$ cat src/rtl/xm23_int_ctrl.sv
// XM23 programmable interrupt controller: edge-detects device DBA flags into pending bits,
// arbitrates by priority and presents one vector at a time. Define XM23_INT_RR_TIE_EN for round-robin ties.
module xm23_int_ctrl #(
  parameter int          NUM_DEV   = 5,
  parameter logic [3:0]  VECT_BASE = 4'd0
) (
  input  logic                   clk_i,
  input  logic                   rst_ni,
  input  logic [7:0]             csr_tmr_i,
  input  logic [7:0]             csr_kb_i,
  input  logic [7:0]             csr_scr_i,
  input  logic [7:0]             csr_tl_i,
  input  logic [7:0]             csr_pb_i,
  input  logic [3*NUM_DEV-1:0]   dev_pri_i,
  input  logic [2:0]             cur_pri_i,
  input  logic                   pic_read_i,
  output logic [7:0]             pic_out_o,
  output logic [NUM_DEV-1:0]     pend_o
);

  localparam int IW = (NUM_DEV > 1) ? $clog2(NUM_DEV) : 1;

  typedef enum logic [1:0] {S_IDLE, S_ARB, S_PRESENT, S_ACK} state_e;

  state_e               state_q;
  logic [IW-1:0]        win_idx_q;
  logic [2:0]           win_pri_q;
  logic [7:0]           pic_out_q;
  logic [NUM_DEV-1:0]   pend_q, pend_d;
  logic [NUM_DEV-1:0]   dba_q;
  logic                 armed_q;

  logic [NUM_DEV-1:0]   ie, dba, dba_rise, set_vec, ack_vec;
  logic [2:0]           pri_a [NUM_DEV];
  logic [2:0]           max_pri;
  logic                 found;
  logic [IW-1:0]        sel_idx;
  logic                 hit;
  logic [IW-1:0]        rr_base;
  logic                 win_live, abort, ack;

  assign ie  = NUM_DEV'({csr_pb_i[0], csr_tl_i[0], csr_scr_i[0], csr_kb_i[0], csr_tmr_i[0]});
  assign dba = NUM_DEV'({csr_pb_i[2], csr_tl_i[2], csr_scr_i[2], csr_kb_i[2], csr_tmr_i[2]});

  always_comb begin
    for (int i = 0; i < NUM_DEV; i++) pri_a[i] = dev_pri_i[3*i +: 3];
  end

`ifdef XM23_INT_RR_TIE_EN
  logic [IW-1:0] rr_ptr_q;
  assign rr_base = rr_ptr_q;
`else
  assign rr_base = '0;
`endif

  // Circular device slot k positions after base.
  function automatic logic [IW-1:0] slot(input logic [IW-1:0] base, input int k);
    int s;
    s = int'(base) + k;
    if (s >= NUM_DEV) s = s - NUM_DEV;
    return IW'(s);
  endfunction

  // NOTE: every always_comb output gets a default first so no path can infer a latch.
  always_comb begin
    found   = 1'b0;
    max_pri = 3'd0;
    for (int i = 0; i < NUM_DEV; i++) begin
      if (pend_q[i] && (!found || pri_a[i] > max_pri)) begin
        found   = 1'b1;
        max_pri = pri_a[i];
      end
    end
    hit     = 1'b0;
    sel_idx = '0;
    for (int k = 0; k < NUM_DEV; k++) begin
      if (!hit && pend_q[slot(rr_base, k)] && pri_a[slot(rr_base, k)] == max_pri) begin
        hit     = 1'b1;
        sel_idx = slot(rr_base, k);
      end
    end
  end

  // A presented request is withdrawn as soon as its source disables or the CPU outranks it.
  assign win_live = pend_q[win_idx_q] & ie[win_idx_q];
  assign abort    = !win_live || (cur_pri_i >= win_pri_q);
  assign ack      = (state_q == S_PRESENT) && pic_read_i && !abort;

  assign dba_rise = dba & ~dba_q;
  assign set_vec  = dba_rise & ie & {NUM_DEV{armed_q}};
  assign ack_vec  = ack ? (NUM_DEV'(1) << win_idx_q) : '0;
  assign pend_d   = set_vec | (pend_q & ie & ~ack_vec);

  // NOTE: sequential state uses non-blocking assignments so all registers update from pre-edge values.
  always_ff @(posedge clk_i or negedge rst_ni) begin
    if (!rst_ni) begin
      pend_q  <= '0;
      dba_q   <= '0;
      armed_q <= 1'b0;
    end else begin
      pend_q  <= pend_d;
      dba_q   <= dba;
      armed_q <= 1'b1;
    end
  end

  always_ff @(posedge clk_i or negedge rst_ni) begin
    if (!rst_ni) begin
      state_q   <= S_IDLE;
      win_idx_q <= '0;
      win_pri_q <= 3'd0;
      pic_out_q <= 8'h00;
`ifdef XM23_INT_RR_TIE_EN
      rr_ptr_q  <= '0;
`endif
    end else begin
      case (state_q)
        S_IDLE: begin
          pic_out_q <= 8'h00;
          if (|pend_q) state_q <= S_ARB;
        end
        S_ARB: begin
          win_idx_q <= sel_idx;
          win_pri_q <= max_pri;
          if (found && max_pri > cur_pri_i) begin
            state_q   <= S_PRESENT;
            pic_out_q <= {1'b1, max_pri, VECT_BASE + 4'(sel_idx)};
          end else begin
            state_q   <= S_IDLE;
          end
        end
        S_PRESENT: begin
          if (abort) begin
            state_q   <= S_IDLE;
            pic_out_q <= 8'h00;
          end else if (pic_read_i) begin
            state_q   <= S_ACK;
            pic_out_q <= 8'h00;
          end
        end
        S_ACK: begin
          state_q <= S_IDLE;
`ifdef XM23_INT_RR_TIE_EN
          rr_ptr_q <= (int'(win_idx_q) == NUM_DEV - 1) ? '0 : win_idx_q + 1'b1;
`endif
        end
        default: begin
          state_q   <= S_IDLE;
          pic_out_q <= 8'h00;
        end
      endcase
    end
  end

  assign pic_out_o = pic_out_q;
  assign pend_o    = pend_q;

endmodule

$ cat config.mk
export PLATFORM = sky130hd
export DESIGN_NAME = xm23_int_ctrl
export DESIGN_NICKNAME = d
export VERILOG_FILES = /design/src/rtl/xm23_int_ctrl.sv
export SDC_FILE = /design/constraint.sdc
export NUM_CORES = 1
export LEC_CHECK = 0
export CAP_MARGIN = 0
export CORE_UTILIZATION = 26
export CTS_CLUSTER_SIZE = 40
export DETAILED_ROUTE_END_ITERATION = 16
export GPL_ROUTABILITY_DRIVEN = 0
export PLACE_DENSITY = 0.48
export SETUP_SLACK_MARGIN = 0.3
export SYNTH_ARGS = -nofsm -noshare
export SYNTH_HDL_FRONTEND = slang
export SYNTH_SLANG_ARGS = --single-unit
export TNS_END_PERCENT = 30
$ cat constraint.sdc
create_clock -name clk_i -period 19.1 [get_ports clk_i]
set_input_delay 2.865 -clock clk_i [delete_from_list [all_inputs] [get_ports clk_i]]
set_output_delay 2.865 -clock clk_i [all_outputs]
set_load 0.02 [all_outputs]
* After elaboration in Yosys (flattened, before gate mapping) *
Index checks and enable logic that the tools add are counted.

cells by class
  add/subtract/negate cells = 0
  $mul = 0
  div/mod/pow operators = 0
  $lt $le $gt $ge = 7
  equality and inequality tests = 11
  shift operators = 1
  mux-type cells = 32
  bitwise operators = 9
  reductions and logical operators = 36

operator list
  kind                                                 count
  bitwise AND 5 bit                                    5
  two-way mux 3 bit                                    8
  two-way mux 8 bit                                    3
  case mux 8 bit (3 select lines)                      1
  logical AND 1 bit                                    16
  == test 3 bit                                        5
  > comparator 3 bit                                   5
  two-way mux 1 bit                                    12
  zero test 1 bit                                      10
  NOT 5 bit                                            2
  two-way mux 2 bit                                    4
  case mux 2 bit (4 select lines)                      1
  binary-select mux 1 bit (select 3 bit)               2
  logical OR 1 bit                                     5
  two-way mux 5 bit                                    1
  OR 5 bit                                             1
  OR reduction 5 bit                                   1
  left shift 1 x 3 -> 5 bit (first input constant)     1
  == test 2 bit (second input constant)                2
  < comparator 3 x 4 -> 1 bit (second input constant)  1
  != test 2 bit (second input constant)                2
  greater-or-equal comparator 3 bit                    1
  != test 3 bit (second input constant)                1
  AND reduction 3 bit                                  1
  other kinds (5)                                      5

storage, ports and cells
  register bits after elaboration = 27
  latch bits = 0
  bits in writable memories = 0
  bits in read-only memories = 0
  input bits = 61
  logic and storage cells = 103
  memories = 0

* Longest topological paths before layout *
Gate-level depths: netlist (run 1).

  depth in word-level cells = 38
  depth in mapped cells = 35
  mapped depth without buffers = 34

* Worst setup path before layout (run 1) *
Ideal clock, no wire load.

  path type = input port to flip-flop
  from = in dev_pri_i[0]
  to = reg pic_out_q[4] (netlist: pic_out_o[4])
  arrival = 8.893 ns
  required time = 18.975 ns
  path slack = 10.082 ns
  stages on the path = 32
  buffers on the path = 0
  cells stage by stage = and2_2 -> ha_1 -> and3_4 -> a211oi_2 -> o21ai_1 -> and2_1 -> ha_1 -> and3_1 -> a21oi_1 -> o21ai_2 -> a31oi_1 -> inv_1 -> ha_1 -> a21oi_1 -> a32oi_1 -> o21a_4 -> a311oi_2 -> a21oi_2 -> ha_1 -> a21oi_1 -> a32oi_1 -> o21ai_4 -> o21ai_0 -> o22ai_2 -> inv_1 -> ha_1 -> nor2b_1 -> o21a_1 -> o21ai_0 -> nor2_1 -> o22ai_2 -> mux2_2

on the way
  word-level cells in the longest chain between the ends = 21

RTL lines
  item                                                           line  RTL
  start, declared                                                14    input logic [3*NUM_DEV-1:0] dev_pri_i,
  two-way mux 3 bit *                                            69    if (pend_q[i] && (!found || pri_a[i] > max_pri)) begin
  > comparator 3 bit                                             69
  logical OR 1 bit                                               69
  logical AND 1 bit                                              69
  two-way mux 3 bit / two-way mux 1 bit (equally long branches)  69
  > comparator 3 bit / zero test 1 bit (equally long branches)   69
  logical OR 1 bit                                               69
  logical AND 1 bit                                              69
  (+6 left out)                                                  --
  logical OR 1 bit                                               69
  logical AND 1 bit                                              69
  two-way mux 3 bit *                                            69
  named net max_pri[1]                                           35    logic [2:0] max_pri;
  > comparator 3 bit *                                           125   if (found && max_pri > cur_pri_i) begin
  logical AND 1 bit *                                            125
  != test 2 bit (no source line) *                               --
  AND reduction 3 bit (no source line) *                         --
  end signal, assigned                                           127   pic_out_q <= {1'b1, max_pri, VECT_BASE + 4'(sel_idx)};
  end, declared                                                  28    logic [7:0] pic_out_q;

Mark *: on every way through the listed nets, which the timed path passes. The rest lies on a longest branch. The select of a mux whose other input is x is not followed.
A chain may end at the register's enable or synchronous reset.

* Worst setup path after layout (run 1) *
  from = in dev_pri_i[2]
  to = reg pic_out_q[4] (netlist: pic_out_o[4])

The elaborated chain is that of the path after synthesis.

==> impl_metrics.ini, run 1 <==
[routing]
post-route-drc-count = 0
totalWireLength_um = 5310
vias_per_cell = 4.79
first_pass_iters = 4
vias = 1811
drt-initial-drc-count = 42
post_drt_wl_per_cell_um = 14.0
ant_nets = 0

[sta]
fin_skew_ps = 2.35
tightestPinTransition_ps = 515
max_freq_mhz = 97.3
max_slew_margin_pct = 65.6
hold_viol = 0
setup_viol = 0
setup_tns_ps = 0
rsz0062_at_grt = false
fin_crit_sh_pct = 53.8
report.final.slew_viol_count = 0
period_minus_slack_ps = 10270

[clock_network]
clk_latency_ps = 270
htreeDepth = 1
postCtsHoldBufs = 0
cts_setup_buffers = 0
clock-sinks = 26
cts_tree = built
clkTransAtPathRegs_ps = 90
post_cts_resized = 0
cts_buffers = 3
cts_root_buffer = clkbuf_8
clk_path_buf_depth = 2

[placement]
numPlacedInstances = 375
io_buffers = 42
hpwl_um = 4160

[grt]
grtUsageTotal_pct = 13.5
grt_pass1_vias = 1940
grt_pass1_wl_um = 9390
use_met1_pct = 18.3
grt_use_met3_pct = 0.894
top_usage_layer = met2
antenna_found_initial = 0
overflow = 0
grt_max_degree = 27
met2_usage_pct = 23.2

[worst_setup_path]
reg2reg_depth = 32
startpoint = dev_pri_i[2]
cp-start-kind = primary input
max_stage_delay_ps = 560
slowest_stage = clkdlybuf4s50_1
path_max_fanout = 9
crit_type = in2reg
r2r_start = pend_o[0]
end_kind = register
cp.required_ps = 19260
cp.arrival_ps = 10430
cpMostUsedCell = ha_1

[min_path]
hp-class = reg2reg
hold_start = win_pri_q[1]
hold_depth = 1

[die]
core_area_mm2 = 0.00789
dieArea_mm2 = 0.00873
die_width_um = 93.4
placementRows = 32
ios = 74
start_util_pct = 27.6
die_h_um = 93.4

[finish]
final_cell_mix = clkdlybuf4s50_1, nand2_1, dfrtp_1
diodes = 0
nNetsFinal = 357
final_cells = 378
final_common_cell = clkdlybuf4s50_1
drive_gt1_share_pct = 13.0
area_growth_pct = 25.7

[logic_synthesis]
synth_fp_nets = 314
netlist_instances = 235
ys_warn_count = 0
yosysSeqAreaShare_pct = 29.9
synthSimpleGateAreaFrac_pct = 18.3
avgSynthCellArea_um2 = 9.25
yosysUniqueCellTypes = 57
synth_edf_count = 0
yosys.area.top_type = dfrtp_1
synthMuxAreaShare_pct = 2.53
synth_compound_area_share_pct = 26.0
synthTopCellsByArea = dfrtp_1, ha_1, nand2_1
synthXorXnorAreaFrac_pct = 6.79
synth_top_family_by_area = compound AO/OA/AOI/OAI gates
synthAdderAreaFrac_pct = 10.4
synth_top_area_share_pct = 29.9
netlist_area_mm2 = 0.00217
synth-main-ff-cell = dfrtp_1
synth_seq_cells = 26
synth_async_sr_flop_share_pct = 100

[power_and_ir_drop]
peakVddDrop_v = 0.0000336
power_density_mw_per_mm2 = 61.7
leakage_nw = 1.20

[status]
status = finished, final reports clean

[job]
cap_violations = 0
## metrics by stage
stage | util (%) | hold slack, ps | worst slack [ps] | cell area [µm²] | total power [mW]
finish | 34.6 | 486 | 8830 | 2730 | 0.169
global route | 34.6 | 512 | 8210 | 2730 | 0.184
CTS | 34.6 | 488 | 8760 | 2730 | 0.171
detailed placement | 34.1 | 467 | 8500 | 2690 | 0.139
global placement | 34.1 | 461 | 8570 | 2690 | 0.138
floorplan | - | 449 | 10080 | 2170 | 0.116
## cells in the mapped netlist (4+ instances only)
cell,instances
a21oi_1,6
and2_1,4
dfrtp_1,26
ha_1,18
inv_1,23
nand2_1,30
nand3_1,5
nand3b_1,5
nand4_1,4
nor2_1,8
nor2b_1,4
o211a_1,4
o21ai_0,13
o21ai_1,4
o31ai_1,5
xnor2_1,9
xor2_1,6
## metal layers
metal / wire [µm] / vias up
met5: 0 / -
met4: 38 / 0
met3: 173 / 4
met2: 2490 / 27
met1: 2610 / 860
li1: - / 920
## power breakdown
group	total, mW	internal, mW	switching (mW)
clock	0.0312	0.0141	0.0170
sequential	0.0681	0.0617	0.00635
combinational	0.0695	0.0318	0.0377
## layout make-up
type	count	area (µm²)
Clock buffer	3	41.3
Fill cell	819	5150
Inverter	23	86.3
Multi-Input combinational cell	181	1400
Sequential cell	26	651
Tap cell	102	128
Timing Repair Buffer	43	428
## sequential cells by signal, indices dropped and copies added, names as in the netlist
name / count
pic_out_o: 7
dba_q: 5
pend_o: 5
win_idx_q: 3
win_pri_q: 3
state_q: 2
armed_q: 1
## worst max-delay path, delay by kind of cell
family          cells  cell delay, ps
compound gates     18            3970
fa+ha+maj           5            1580
buf+inv             3             730
mux                 1             390
simple gates        6             910
## worst paths after layout
check	to	slack (ps)
max in group asynchronous	pic_out_o[7]	15870
worst max-delay path	pic_out_o[4]	8830
worst max register to register	pic_out_o[4]	11310
min in group asynchronous	pic_out_o[6]	2970
worst min register to register	win_pri_q[1]	490
worst min-delay path	win_pri_q[1]	490
## cells by family (layout without fill, tap and decap cells)
logic type,Yosys count,in the layout
AO/OA/AOI/OAI,67,67
buffers and inverters,28,69
flip-flops,26,26
XOR/XNOR,16,16
multiplexers,4,4
adder cells (fa/ha/maj),18,18
AND/OR/NAND/NOR,74,74
other,2,2
Note: power is estimated with default switching activity, not from simulation.
==> run 2, diff against run 1 <==
- PLACE_DENSITY: 0.48 -> 0.5
- clock period: 19.1 -> 8.9 ns (I/O delays scaled with it)
==> run 2 against run 1 <==
Effect of this change: core utilization is 1.3 points higher; die area stayed put; largest power group unchanged; largest cell class unchanged; first-iteration DRC count is 40% higher.
==> impl_metrics.ini, run 2 (synthesis results as in run 1) <==
[status]
status = finished, final reports clean

[sta]
rsz0062_at_grt = false
tightestPinTransition_ps = 510
max_slew_margin_pct = 66.0
max_freq_mhz = 123
setup_viol = 0
setup_tns_ps = 0
fin_crit_sh_pct = 91.3
report.final.slew_viol_count = 0
fin_skew_ps = 8.66
hold_viol = 0
period_minus_slack_ps = 8130
setup_ws_ps = 774
whs_ps = 487

[clock_network]
clkTransAtPathRegs_ps = 90
cts_tree = built
clk_path_buf_depth = 2
cts_root_buffer = clkbuf_8
clk_latency_ps = 270
cts_buffers = 3
clock-sinks = 26
htreeDepth = 1

[routing]
drt-initial-drc-count = 59
vias_per_cell = 4.86
post-route-drc-count = 0
ant_nets = 0
first_pass_iters = 4
post_drt_wl_per_cell_um = 14.2
vias = 1871
totalWireLength_um = 5450

[worst_setup_path]
cp.required_ps = 9060
crit_type = in2reg
slowest_stage = clkdlybuf4s50_1
max_stage_delay_ps = 530
cp_num_buf_inv = 3
cp.arrival_ps = 8280
critPathTopFamily = compound AO/OA/AOI/OAI gates
cp-start-kind = primary input
reg2reg_depth = 32
r2r_start = pend_o[0]
path_max_fanout = 8
startpoint = dev_pri_i[2]
cpMostUsedCell = ha_1
critical_path_depth = 33
end_kind = register

[die]
ios = 74
placementRows = 32
core_area_mm2 = 0.00789
die_h_um = 93.4
start_util_pct = 27.6
dieArea_mm2 = 0.00873
die_width_um = 93.4

[grt]
antenna_found_initial = 0
overflow = 0
grt_pass1_vias = 1901
grt_pass1_wl_um = 9210
grt_max_degree = 27
grtUsageTotal_pct = 13.2

[power_and_ir_drop]
leakage_nw = 1.24
power_density_mw_per_mm2 = 136
p_total_mw = 0.386
peakVddDrop_v = 0.0000631

[placement]
placedInstanceArea_mm2 = 0.00272
numPlacedInstances = 379
preCtsSetupSlack_ps = 223
hpwl_um = 4290
io_buffers = 42

[finish]
nNetsFinal = 363
area_growth_pct = 30.4
final_cell_mix = clkdlybuf4s50_1, nand2_1, dfrtp_1
final_cells = 385
design_area_mm2 = 0.00283
drive_gt1_share_pct = 17.0
post-route-util_pct = 35.9
fillers = 831
final_common_cell = clkdlybuf4s50_1
diodes = 0
largest_reg_flops = 7

[min_path]
hold_start = win_pri_q[1]
hp-class = reg2reg
hold_depth = 1

[job]
cap_violations = 0
-- run 2: cell type report --
type	count	area (µm²)	share of cell area, %
sequential	26	651	23.0
timing repair buffer	49	473	16.7
clock buffer	4	55.1	1.94
inverter	23	86.3	3.05
tap	102	128	4.50
multi-input combinational	181	1440	50.9
-- run 2: timing repair --
item                                    CTS  global route
setup buffers                             0             2
hold buffers                              0             0
endpoints found under the setup margin    0             7
resized for setup                         0             7
-- run 2: report_power, final --
| part | internal, mW | total [mW] | switching, mW |
|---|---|---|---|
| combinational | 0.0760 | 0.162 | 0.0858 |
| clock | 0.0395 | 0.0778 | 0.0382 |
| sequential | 0.132 | 0.147 | 0.0141 |
| total | 0.248 | 0.386 | 0.138 |
-- run 2: worst paths after layout --
kind                           endpoint  slack, ps
max                        pic_out_o[5]        770
min                        win_pri_q[1]        490
max reg2reg                pic_out_o[5]       1700
min reg2reg                win_pri_q[1]        490
max in group asynchronous    state_q[1]       7200
min in group asynchronous  pic_out_o[0]       1430
-- run 2: routing by layer --
layer / global-route usage [%] / vias up / routed length, µm
li1: - / 938 / -
met1: 18.7 / 896 / 2720
met2: 22.0 / 35 / 2510
met3: 1.30 / 2 / 196
met4: 2.31 / 0 / 22
met5: 0 / - / 0
